===== config.mk =====
export PLATFORM = sky130hd
export DESIGN_NAME = temp_sensor_filter
export DESIGN_NICKNAME = d
export VERILOG_FILES = /design/src/rtl/temp_sensor_filter.sv
export SDC_FILE = /design/constraint.sdc
export NUM_CORES = 1
export LEC_CHECK = 0
export CORE_ASPECT_RATIO = 0.6
export CORE_MARGIN = 8
export CORE_UTILIZATION = 60
export DETAILED_ROUTE_END_ITERATION = 8
export PLACE_DENSITY = 0.8
export SYNTH_ARGS = -nofsm -noshare
export SYNTH_HDL_FRONTEND = slang
export SYNTH_SLANG_ARGS = --single-unit

===== constraint.sdc =====
create_clock -name clk -period 4.4 [get_ports clk]
set_input_delay 0.88 -clock clk [delete_from_list [all_inputs] [get_ports clk]]
set_output_delay 0.88 -clock clk [all_outputs]
set_load 0.02 [all_outputs]

===== src/rtl/temp_sensor_filter.sv =====
// Input conditioning for the smart-home controller: a 4-sample moving average with
// single-sample outlier rejection, plus warm-up and stale-sensor qualification.
module temp_sensor_filter #(
    parameter int WIDTH        = 5,
    parameter int WINDOW_LOG2  = 2,
    parameter int MAX_STEP     = 8,
    parameter int TIMEOUT      = 1000,
    parameter int DEFAULT_TEMP = 20
) (
    input  logic             clk,
    input  logic             rst,
    input  logic [WIDTH-1:0] sample_in,
    input  logic             sample_valid,
    output logic [WIDTH-1:0] temperature,
    output logic             temp_valid,
    output logic             stale,
    output logic             outlier
);

    localparam int WINDOW = 1 << WINDOW_LOG2;
    localparam int SUM_W  = WIDTH + WINDOW_LOG2;
    localparam int IDLE_W = $clog2(TIMEOUT + 1);

    localparam logic [WIDTH-1:0]       DEF_TEMP   = WIDTH'(DEFAULT_TEMP);
    localparam logic [SUM_W-1:0]       SUM_RESET  = SUM_W'(DEFAULT_TEMP << WINDOW_LOG2);
    localparam logic [SUM_W-1:0]       ROUND_HALF = SUM_W'(1 << (WINDOW_LOG2 - 1));
    localparam logic [WIDTH:0]         MAX_STEP_C = (WIDTH + 1)'(MAX_STEP);
    localparam logic [IDLE_W-1:0]      TIMEOUT_C  = IDLE_W'(TIMEOUT);
    localparam logic [WINDOW_LOG2-1:0] FILL_LAST  = WINDOW_LOG2'(WINDOW - 1);

    typedef enum logic [1:0] {
        WARMUP = 2'd0,
        RUN    = 2'd1,
        STALE  = 2'd2
    } state_e;

    state_e                 state_q, state_d;
    logic [WIDTH-1:0]       sampleBuf_q [WINDOW];
    logic [SUM_W-1:0]       sum_q;
    logic [WINDOW_LOG2-1:0] wrPtr_q;
    logic [WINDOW_LOG2-1:0] fill_q;
    logic [IDLE_W-1:0]      idle_q, idle_d;
    logic                   reject_q;
    logic                   outlier_q;
    logic [WIDTH-1:0]       temp_q;

    logic [WIDTH-1:0] diff;
    logic             inRange;
    logic             accept;
    logic             reject;
    logic [SUM_W-1:0] sumNext;
    logic [SUM_W-1:0] rounded;
    logic [WIDTH-1:0] tempNext;

    // A second consecutive out-of-range sample is taken as a genuine step, hence reject_q.
    always_comb begin
        diff    = (sample_in >= temp_q) ? (sample_in - temp_q) : (temp_q - sample_in);
        inRange = ({1'b0, diff} <= MAX_STEP_C);
        accept  = 1'b0;
        reject  = 1'b0;
        if (sample_valid) begin
            if (state_q == RUN) begin
                if (inRange || reject_q) begin
                    accept = 1'b1;
                end else begin
                    reject = 1'b1;
                end
            end else begin
                accept = 1'b1;
            end
        end
    end

    always_comb begin
        sumNext  = sum_q - SUM_W'(sampleBuf_q[wrPtr_q]) + SUM_W'(sample_in);
        rounded  = sumNext + ROUND_HALF;
        tempNext = WIDTH'(rounded >> WINDOW_LOG2);
    end

    // Any sample, even a rejected one, proves the sensor is alive.
    always_comb begin
        if (sample_valid) begin
            idle_d = '0;
        end else if (idle_q == TIMEOUT_C) begin
            idle_d = idle_q;
        end else begin
            idle_d = idle_q + IDLE_W'(1);
        end
    end

    always_ff @(posedge clk or negedge rst) begin
        if (!rst) begin
            state_q <= WARMUP;
        end else begin
            state_q <= state_d;
        end
    end

    always_comb begin
        state_d = state_q;
        case (state_q)
            WARMUP: begin
                if (accept && (fill_q == FILL_LAST)) begin
                    state_d = RUN;
                end
            end
            RUN: begin
                if (idle_d == TIMEOUT_C) begin
                    state_d = STALE;
                end
            end
            STALE: begin
                if (accept) begin
                    state_d = RUN;
                end
            end
            default: state_d = WARMUP;
        endcase
    end

    // Warm-up never leaves WARMUP on timeout, so stale is flagged from the idle count there.
    always_comb begin
        temperature = temp_q;
        outlier     = outlier_q;
        temp_valid  = (state_q == RUN);
        stale       = (state_q == STALE) || ((state_q == WARMUP) && (idle_q == TIMEOUT_C));
    end

    always_ff @(posedge clk or negedge rst) begin
        if (!rst) begin
            for (int i = 0; i < WINDOW; i++) begin
                sampleBuf_q[i] <= DEF_TEMP;
            end
            sum_q     <= SUM_RESET;
            wrPtr_q   <= '0;
            fill_q    <= '0;
            idle_q    <= '0;
            reject_q  <= 1'b0;
            outlier_q <= 1'b0;
            temp_q    <= DEF_TEMP;
        end else begin
            idle_q    <= idle_d;
            outlier_q <= reject;
            if (sample_valid) begin
                reject_q <= reject;
            end
            if (accept) begin
                sampleBuf_q[wrPtr_q] <= sample_in;
                sum_q                <= sumNext;
                wrPtr_q              <= wrPtr_q + WINDOW_LOG2'(1);
                temp_q               <= tempNext;
                if (state_q == WARMUP) begin
                    fill_q <= fill_q + WINDOW_LOG2'(1);
                end
            end
        end
    end

endmodule


After elaboration in Yosys (flattened, before gate mapping)
Cells that the tools add are included.

storage, ports and cells
  output and inout port bits = 8
  bits of input ports = 8
  register bits = 50

cells by class
  muxes and demuxes = 19
  equality and inequality tests = 8
  $add $sub $neg = 8
  magnitude comparators = 4
  bitwise logic cells = 1
  reduce and logical (&&, ||, !) cells = 8

operators by type and width
  cell                                                                          count
  20-bit bitwise mux                                                            1
  10-bit == test, second input constant                                         2
  10-bit 2-to-1 mux                                                             2
  5-bit 2-to-1 mux                                                              4
  10-bit by 1-bit adder with 10-bit output, second input constant               1
  5-bit binary-select mux with 2-bit select                                     1
  5-bit demux with 2-bit select                                                 1
  5-bit subtractor                                                              2
  7-bit by 2-bit adder with 7-bit output, second input constant                 1
  7-bit by 5-bit adder with 7-bit output                                        1
  7-bit by 5-bit subtractor with 7-bit output                                   1
  1-bit 2-to-1 mux                                                              6
  2-bit 2-to-1 mux                                                              3
  2-bit one-hot mux with 3 select lines                                         1
  5-bit greater-or-equal comparator                                             1
  5-bit by 4-bit <= comparator with 1-bit output, second input constant         1
  2-bit by 1-bit adder with 2-bit output, second input constant                 2
  2-bit == test, second input constant                                          2
  2-bit != test, second input constant                                          2
  3-bit greater-or-equal comparator, second input constant                      1
  1-bit logical AND                                                             3
  3-bit by 1-bit less-than comparator with 1-bit output, second input constant  1
  2-bit inverter with 3-bit output                                              1
  3-bit AND reduction                                                           1
  5 further kinds                                                               6

Depth between registers and ports, before layout
Gate-level depths: netlist of the first run.

  depth after elaboration = 10
  depth in mapped cells = 13
  mapped depth without buffers = 12

Worst setup path after synthesis of the first run
OpenSTA, ideal clock, no wires.

  kind = register to register
  start point = register wrPtr_q[0]
  end point = register temp_q[4], in the netlist temperature[4]
  clock period less this slack = 3410 ps
  library setup time = 75 ps
  cell stages (with the launch flop) = 13
  path slack = 990 ps
  data arrival time = 3335 ps
  data required time = 4325 ps
  cell sequence = dfrtp_1 > clkbuf_1 > mux4_2 > fa_1 > inv_1 > fa_1 > a21o_1 > a21oi_1 > xnor2_1 > and2_1 > nand4_1 > xor2_1 > mux2i_1

between the ends
  cells in the longest elaborated chain, start to end = 7

RTL lines
  item                                                    line  text
  start, declared                                         40    logic [WINDOW_LOG2-1:0] wrPtr_q;
  start signal, assigned                                  150   wrPtr_q <= wrPtr_q + WINDOW_LOG2'(1);
  2-bit inverter with 3-bit output (implied by the code)  75    sumNext = sum_q - SUM_W'(sampleBuf_q[wrPtr_q]) + SUM_W'(sample_in);
  5-bit binary-select mux with 2-bit select               75
  5-bit 2-to-1 mux (implied by the code) (2 in series)    75
  7-bit by 5-bit subtractor with 7-bit output             75
  7-bit by 5-bit adder with 7-bit output                  75
  7-bit by 2-bit adder with 7-bit output                  76    rounded = sumNext + ROUND_HALF;
  end signal, assigned                                    151   temp_q <= tempNext;
  end, declared                                           45    logic [WIDTH-1:0] temp_q;

Every way passes these cells. The select of a mux whose other input is x is not followed.
A chain may end at the register's enable or synchronous reset.

Final worst setup path of the first run
  start point = input sample_in[2]
  end point = register sampleBuf_q[4] (netlist bit)

between the ends
  cells in the longest elaborated chain, start to end = 7

RTL lines
  item                                                                          line  text
  start, declared                                                               12    input logic [WIDTH-1:0] sample_in,
  5-bit subtractor / 5-bit greater-or-equal comparator (equally long branches)  57    diff = (sample_in >= temp_q) ? (sample_in - temp_q) : (temp_q - sample_in);
  5-bit 2-to-1 mux *                                                            57
  5-bit by 4-bit <= comparator with 1-bit output *                              58    inRange = ({1'b0, diff} <= MAX_STEP_C);
  1-bit logical OR *                                                            63    if (inRange || reject_q) begin
  1-bit 2-to-1 mux *                                                            63
  1-bit 2-to-1 mux *                                                            62    if (state_q == RUN) begin
  1-bit 2-to-1 mux *                                                            61    if (sample_valid) begin
  end signal, assigned by index                                                 148   sampleBuf_q[wrPtr_q] <= sample_in;
  end, declared                                                                 38    logic [WIDTH-1:0] sampleBuf_q [WINDOW];

Mark *: on every way between the ends. The rest lies on a longest branch, timed or not.

==> results.md, run 1 <==
* Outcome: finished clean
* Hold WS at 424 ps
* Max Freq at 268 MHz
* # Max-Cap Violations at 0
* FF-to-FF Start: wrPtr_q[0]
* PostCTS Resize Cnt at 0
* Worst r2r dst: temperature[4]
* Largest net degree at the start of global routing at 40
* Vias in the first global route at 2,241
* Drt via density at 5.79
* Gate Count Post-Synth at 297
* Crit path kind: in2reg
* Ys async rst share at 100%
* Final ANT Viol Nets at 0
* Core Rows at 20
* Clock Pin Slew Worst Setup and Hold Paths at 100 ps
* Synth Net Count at 334
* Commonest non-fill, non-tap cell in the layout: dfrtp_1
* Worst-Margin Slew at 605 ps
* Fraction of layout cells with a size suffix above 1 at 15.5%
* Initial Util at 62.8%
* Synth Register Bits at 50
* Hold-fix buffers, CTS at 0
* Clock Latency Late Sink at 310 ps
* Area Overhead vs Synth at 12.0%
* Die area at 0.00798 sq mm
* Worst Reg-to-Reg Cells at 11
* Slowest CP cell: clkdlybuf4s50_1
* Commonest cells after routing, fill and taps aside: dfrtp_1 (38), inv_1 (35), nand2_1 (29), ha_1 (24), o2bb2ai_1 (20)
* Routed WL at 6750 um
* Type of origin of the critical path: input pin
* Ant. Diodes at 0
* Post-synthesis cell type count at 47
* Final min period at 3730 ps
* CTS Root Cell: clkbuf_8
* Drt drc at 0
* Syn_area_per_cell at 10.7 sq um
* WP data required at 4620 ps
* Fin. max-slew vios at 0
* Core ar. at 0.00508 sq mm
* Sequential cell area fraction in the yosys report at 39.7%
* Cell Area, Synth at 0.00319 sq mm
* Placer Congestion at 0.836
* Worst hold path type: in2async
* Fin. Hold Viols at 0
* CP cell instances: clkdlybuf4s50_1 > inv_1 > ha_1 > nand2_1 > o21ai_0 > a21oi_1 > a221oi_1 > a2111oi_4 > buf_4 > o211ai_1 > o2bb2ai_1
* Slew Limit Headroom at 59.4%
* Worst path max stage delay at 510 ps
* Via count at 2,248
* Antenna violations before repair at 0
* Fin nets at 358
* # setup viols final at 0
* Post-CTS Repair Setup Buffers at 0
* Critical path arrival at 3960 ps
* Wirelength per Cell at 17.4 um
* Ys Warns at 0
* Total global-route track usage at 18.6%
* TritonCTS clock tree: yes
* Port buffer count at 15
* Worst-path fanout max at 6
* RSZ-0062 raised after global routing: no
* I/O Pins at 16
* Detail Placement HPWL at 5060 um
* Final Cycle Share at 84.8%
* First-pass DRT Iterations at 4
* H-tree depth at 2
* Die Ht at 72.5 um
* Num Clock Sinks at 50
* Clk buf depth at 2
* Initial DRC count at 118
* Global-route wire length before repair at 11,500 um
* Reg2reg setup slack at 760 ps
* Gr ovfl total at 0
* Chip Width at 110 um
* Setup TNS at 0 ps
* Critical path capture point type: flip-flop
* Clk_skew at 9.30 ps
* CTS buffer count at 5
* Post-synth top flop: dfrtp_1
* EDFF count, synth at 0
## how the worst max path moves through the flow
stage	slack, ps	endpoint	start	depth (start not counted)
after global placement	500	sum_q[1]	sample_in[2]	10
after CTS	720	temperature[2]	sample_in[2]	11
after detailed placement	420	temperature[2]	sample_in[3]	11
after floorplan	990	temperature[4]	wrPtr_q[0]	12
final	670	sampleBuf_q[4]	sample_in[2]	11
after global routing	410	sampleBuf_q[4]	sample_in[2]	11
## cells in the mapped netlist, types with 2 or more instances
library cell	n	area (sq um)
a211oi_1	2	15.0
a21o_1	3	22.5
a21oi_1	7	35.0
a221oi_1	2	17.5
and3_1	2	12.5
and4_1	2	17.5
buf_6	3	33.8
clkbuf_1	3	11.3
dfrtp_1	38	951
dfstp_2	12	315
fa_1	5	100
ha_1	24	300
inv_1	35	131
mux2_2	7	78.8
mux2_4	3	45.0
mux2i_1	6	60.1
mux4_2	5	113
nand2_1	29	109
nand2b_1	2	12.5
nand3_1	5	25.0
nand4_1	3	18.8
nor2_1	18	67.6
nor2b_1	2	12.5
nor3_1	4	20.0
nor3b_1	2	15.0
o211ai_1	4	30.0
o21ai_0	4	20.0
o21ai_4	2	32.5
o21bai_1	2	15.0
o22ai_1	2	12.5
o2bb2ai_1	20	175
o31ai_1	2	15.0
xnor2_1	13	114
xor2_1	11	96.3
## sequential cells by signal, indices dropped and copies added (netlist names)
| name | count |
|---|---|
| wrPtr_q | 2 |
| idle_q | 10 |
| sampleBuf_q | 20 |
| temperature | 5 |
| fill_q | 2 |
| outlier | 1 |
| sum_q | 7 |
| reject_q | 1 |
| state_q | 2 |
## logic make-up (layout without fill, tap and decap cells)
kind of cell | Yosys count | in the layout | synth area share (%)
flops | 50 | 50 | 39.7
fa+ha+maj | 29 | 29 | 12.6
compound gates | 54 | 54 | 14.3
buf+inv | 42 | 67 | 5.65
mux | 21 | 21 | 9.30
xor+xnor | 24 | 24 | 6.59
simple gates | 77 | 77 | 11.9
## layout make-up
| type | instances | area [sq um] |
|---|---|---|
| multi-input cells | 205 | 1740 |
| fillers | 372 | 1510 |
| flip-flops and latches | 50 | 1270 |
| repair buffers | 24 | 213 |
| inverters | 35 | 131 |
| well taps | 66 | 82.6 |
| clock buffers | 5 | 68.8 |
| clock inverters | 3 | 68.8 |
## per-layer routing
layer | vias up | part of all wire [%] | track usage (%)
li1 | 1088 | - | -
met1 | 1088 | 50 | 28.6
met2 | 67 | 41 | 24.4
met3 | 5 | 8.6 | 4.95
met4 | 0 | 0.77 | 5.29
met5 | - | 0 | 0
## critical path: cells and delay by family
kind,cells,cell delay (ps)
fa+ha+maj,1,420
compound gates,6,1750
buf+inv,3,820
simple gates,1,70
## through the flow
stage	util, %	cell area, sq um	setup WS [ps]	std cells
6_report	70.3	3570	667	388
5_1_grt	70.3	3570	409	388
4_1_cts	70.3	3570	717	388
3_5_place_dp	67.6	3430	425	380
3_3_place_gp	67.6	3430	503	380
2_1_floorplan	-	3190	990	297
Power of run 1 is not shown: default switching activity piles up to over one toggle a cycle in this logic, so the estimate is an artifact.
==> run 2: changes to the inputs <==
CORE_UTILIZATION = 55   (was 60)
PLACE_DENSITY = 0.77   (was 0.8)
clock period = 3.42 ns   (was 4.4 ns; I/O delays follow)
==> run 2 against run 1 <==
Compared with the run above: global-route usage fell by 0.61 points; setup slack got worse by 520 ps; register-to-register slack got worse by 530 ps; via count is 4.2% higher; hold slack improved by 56 ps; first-iteration DRC count increased by 58%; die area up 7.4%; sequential share of layout area shrank 2.1 points; critical path depth rose by 2; flip-flop and latch count unchanged; count of clock-buffer cells in the layout did not move; highest routed layer unchanged.
==> results.md, run 2 (synthesized netlist as in run 1, its figures left out) <==
* Worst r2r dst: temperature[4]
* Final ANT Viol Nets at 0
* Hold Crit Endpoint: fill_q[0]
* # setup viols final at 0
* Worst hold path type: reg2reg
* Max FFs per register at 20
* Drt drc at 0
* Largest reg by FF count: sampleBuf_q
* Core Rows at 21
* Hold_sp: fill_q[0]
* Critical path arrival at 3510 ps
* Clock Latency Late Sink at 310 ps
* Routed WL at 7110 um
* Fin. Hold Viols at 0
* Via count at 2,342
* Fin nets at 387
* CTS buffer count at 5
* Clock Pin Slew Worst Setup and Hold Paths at 100 ps
* Antenna violations before repair at 0
* FF-to-FF Start: wrPtr_q[0]
* Util after Layout at 67.9%
* Detail Placement HPWL at 5430 um
* Final Cycle Share at 95.8%
* Global-route wire length before repair at 12,100 um
* Drt via density at 5.43
* Clk_skew at 8.78 ps
* Port buffer count at 15
* Ant. Diodes at 0
* Commonest cells after routing, fill and taps aside: dfrtp_1 (37), buf_4 (37), inv_1 (35), nand2_1 (29), ha_1 (23)
* Type of origin of the critical path: input pin
* Placer Congestion at 0.873
* Post-Layout Inst Area at 0.00380 sq mm
* Initial Util at 57.0%
* Worst-path fanout max at 2
* Gr ovfl total at 0
* Worst Reg-to-Reg Cells at 11
* Chip Width at 114 um
* Top Registers: sampleBuf_q (20), idle_q (10), sum_q (7)
* Max Freq at 305 MHz
* Largest net degree at the start of global routing at 51
* First-pass DRT Iterations at 4
* Reg2reg setup slack at 230 ps
* Wirelength per Cell at 16.5 um
* TritonCTS clock tree: yes
* CTS Root Cell: clkbuf_8
* Worst-Margin Slew at 1110 ps
* H-tree depth at 2
* Post-DP Area at 0.00367 sq mm
* WP data required at 3660 ps
* Vias in the first global route at 2,409
* Outcome: finished clean
* Critical path capture point type: flip-flop
* Die area at 0.00857 sq mm
* Worst Hold Path Cells at 1
* Crit path kind: in2reg
* Critical path origin: sample_in[1]
* Initial DRC count at 187
* Core ar. at 0.00560 sq mm
* Total global-route track usage at 18.0%
* Num Clock Sinks at 50
* Area Overhead vs Synth at 19.2%
* # Max-Cap Violations at 0
* Fraction of layout cells with a size suffix above 1 at 24.2%
* Slew Limit Headroom at 25.8%
* Clk buf depth at 2
* Die Ht at 75.0 um
* Fin. max-slew vios at 0
* I/O Pins at 16
* Final min period at 3280 ps
==> run 2: critical path: stages <==
cell	delay, ps
clkdlybuf4s50_1	470
inv_1	90
buf_4	150
fa_1	520
inv_1	70
fa_1	440
a21o_1	190
a21oi_2	160
o21bai_1	90
a21oi_1	190
xnor2_1	170
xor2_1	200
mux2i_1	90
==> run 2: what timing repair did <==
| action | 4_1_cts | 5_1_grt |
|---|---|---|
| gates resized for setup | 0 | 6 |
| hold buffers | 0 | 0 |
| endpoints found under the setup margin | 0 | 19 |
| buffers inserted | 0 | 1 |
==> run 2: worst max path at each step <==
| stage | end |
|---|---|
| 6_report | temperature[4] |
| 5_1_grt | temperature[4] |
| 4_1_cts | temperature[4] |
| 3_5_place_dp | temperature[4] |
| 3_3_place_gp | temperature[4] |
| 2_1_floorplan | temperature[4] |
==> run 2: cell type report <==
| cell class | count | area (sq um) |
|---|---|---|
| fillers | 428 | 1800 |
| multi-input cells | 205 | 1760 |
| flip-flops and latches | 50 | 1270 |
| repair buffers | 53 | 443 |
| inverters | 35 | 131 |
| well taps | 80 | 100 |
| clock buffers | 5 | 68.8 |
| clock inverters | 3 | 25.0 |
==> run 2: routing by layer <==
metal	up-vias	wire [um]	GRT usage (%)
li1	1143	-	-
met1	1123	3530	25.5
met2	67	3030	26.7
met3	9	478	4.48
met4	0	72	4.83
met5	-	0	0
==> run 2: metrics by stage <==
| step | setup WS, ps | hold slack [ps] | cells | TNS (ps) |
|---|---|---|---|---|
| after global placement | -241 | 465 | 422 | -3690 |
| after detailed placement | -237 | 468 | 422 | -5210 |
| after global routing | -16.2 | 499 | 431 | -16.2 |
| final | 145 | 480 | 431 | 0 |
| after floorplan | 9.80 | 388 | 297 | 0 |
| after CTS | 61.2 | 484 | 430 | 0 |
Power of run 2 is left out for the same reason.
==> run 3: changes to the inputs <==
ABC_AREA = 0   (was default)
CORE_MARGIN = default   (was 8)
==> run 3 against run 2 <==
Compared with the run above: fmax down 1.9%; register-to-register slack worse by 60 ps; utilization increased by 1.7 points; cell area up 2.1%; die area shrank 29%; hold slack got worse by 19 ps; global-route usage is 7.6 points higher; critical endpoint is now sum_q[5]; first-iteration DRC count is 33% lower.
==> results.md, run 3 (synthesized netlist as in run 1, its figures left out) <==
* Drt drc at 0
* Initial DRC count at 126
* Pre-CTS WS at -368 ps
* WP data required at 3620 ps
* I/O Pins at 16
* Core Rows at 21
* Worst-path fanout max at 4
* Fin. Hold Viols at 0
* Largest net degree at the start of global routing at 37
* Largest reg by FF count: sampleBuf_q
* Critical path capture point type: flip-flop
* Gr ovfl total at 0
* Die Ht at 61.0 um
* Detail Placement HPWL at 5220 um
* Fin nets at 387
* Min setup slack post-route at 80.0 ps
* Critical path arrival at 3540 ps
* Final min period at 3340 ps
* Worst hold path type: in2async
* Chip Width at 100 um
* # Max-Cap Violations at 0
* Port buffer count at 15
* Hold-fix buffers, CTS at 0
* Routed WL at 7130 um
* Initial Util at 57.2%
* Slew Limit Headroom at 46.0%
* Fraction of layout cells with a size suffix above 1 at 25.4%
* Clock Pin Slew Worst Setup and Hold Paths at 100 ps
* Commonest cells after routing, fill and taps aside: dfrtp_1 (37), buf_4 (36), inv_1 (34), nand2_1 (29), ha_1 (22)
* Clk_skew at 8.76 ps
* Global-route wire length before repair at 11,400 um
* Crit path kind: in2reg
* Final Cycle Share at 97.7%
* Worst-Margin Slew at 811 ps
* # setup viols final at 0
* Max FFs per register at 20
* Die area at 0.00612 sq mm
* Num Clock Sinks at 50
* Commonest non-fill, non-tap cell in the layout: dfrtp_1
* Fin. max-slew vios at 0
* Max Freq at 299 MHz
* CTS Root Cell: clkbuf_8
* Antenna violations before repair at 0
* Drt via density at 5.56
* Type of origin of the critical path: input pin
* Total global-route track usage at 25.6%
* Vias in the first global route at 2,273
* Area Overhead vs Synth at 21.7%
* Wirelength per Cell at 16.5 um
* Top Registers: sampleBuf_q (20), idle_q (10), sum_q (7)
* Via count at 2,397
* Placer Congestion at 0.828
* Final ANT Viol Nets at 0
* CTS buffer count at 5
* TritonCTS clock tree: yes
* Ant. Diodes at 0
* Core ar. at 0.00557 sq mm
* RSZ-0062 raised after global routing: no
* Clk buf depth at 2
* Clock Latency Late Sink at 310 ps
* H-tree depth at 2
* First-pass DRT Iterations at 4
* Outcome: finished clean
## run 3: path summary, 6_finish.rpt
path	start	endpoint	slack, ps	depth (start not counted)
max in group asynchronous	rst	sampleBuf_q[19]	2180	2
hold reg to reg	fill_q[0]	fill_q[0]	480	1
setup / recovery	sample_in[1]	sum_q[5]	80	14
setup reg to reg	wrPtr_q[0]	temperature[4]	170	12
min in group clk	fill_q[0]	fill_q[0]	480	1
hold / removal	rst	wrPtr_q[0]	460	1
## run 3: final cells by class
cell class              count  area (sq um)
multi-input cells         205          1800
fillers                   430          1690
flip-flops and latches     50          1270
repair buffers             53           447
inverters                  35           131
well taps                  80           100
clock buffers               5          68.8
clock inverters             3          68.8
## run 3: per-layer routing
layer / GRT usage [%] / routed length [um] / vias up
met1: 39.0 / 3620 / 1187
met3: 4.15 / 344 / 9
li1: - / - / 1149
met5: 0 / 0 / -
met4: 6.00 / 59 / 0
met2: 38.6 / 3110 / 52
## run 3: what timing repair did
| item | in CTS | in global routing |
|---|---|---|
| pin swaps | 1 | 8 |
| buffers inserted | 2 | 1 |
| setup endpoints to repair | 10 | 19 |
| resized for setup | 1 | 10 |
## run 3: critical path: stages
cell and delay (ps):
clkdlybuf4s50_1 510, inv_2 80, ha_4 260, nor2b_4 130
o311a_4 330, o21ai_4 170, buf_4 130, a221oi_1 70
buf_4 160, a2111oi_4 320, buf_4 190, o21ai_4 60
buf_4 170, mux2_4 290
## run 3: per-stage QoR
stage                     utilization (%)  cells  area [sq um]  TNS, ps  hold WS [ps]
final                                69.6    431          3880        0           460
after global placement               65.5    420          3650    -7600           464
after detailed placement             65.5    420          3650    -9470           466
after CTS                            68.5    430          3820        0           480
after floorplan                         -    297          3190        0           388
after global routing                 69.6    431          3880        0           489
Power of run 3 is left out for the same reason.
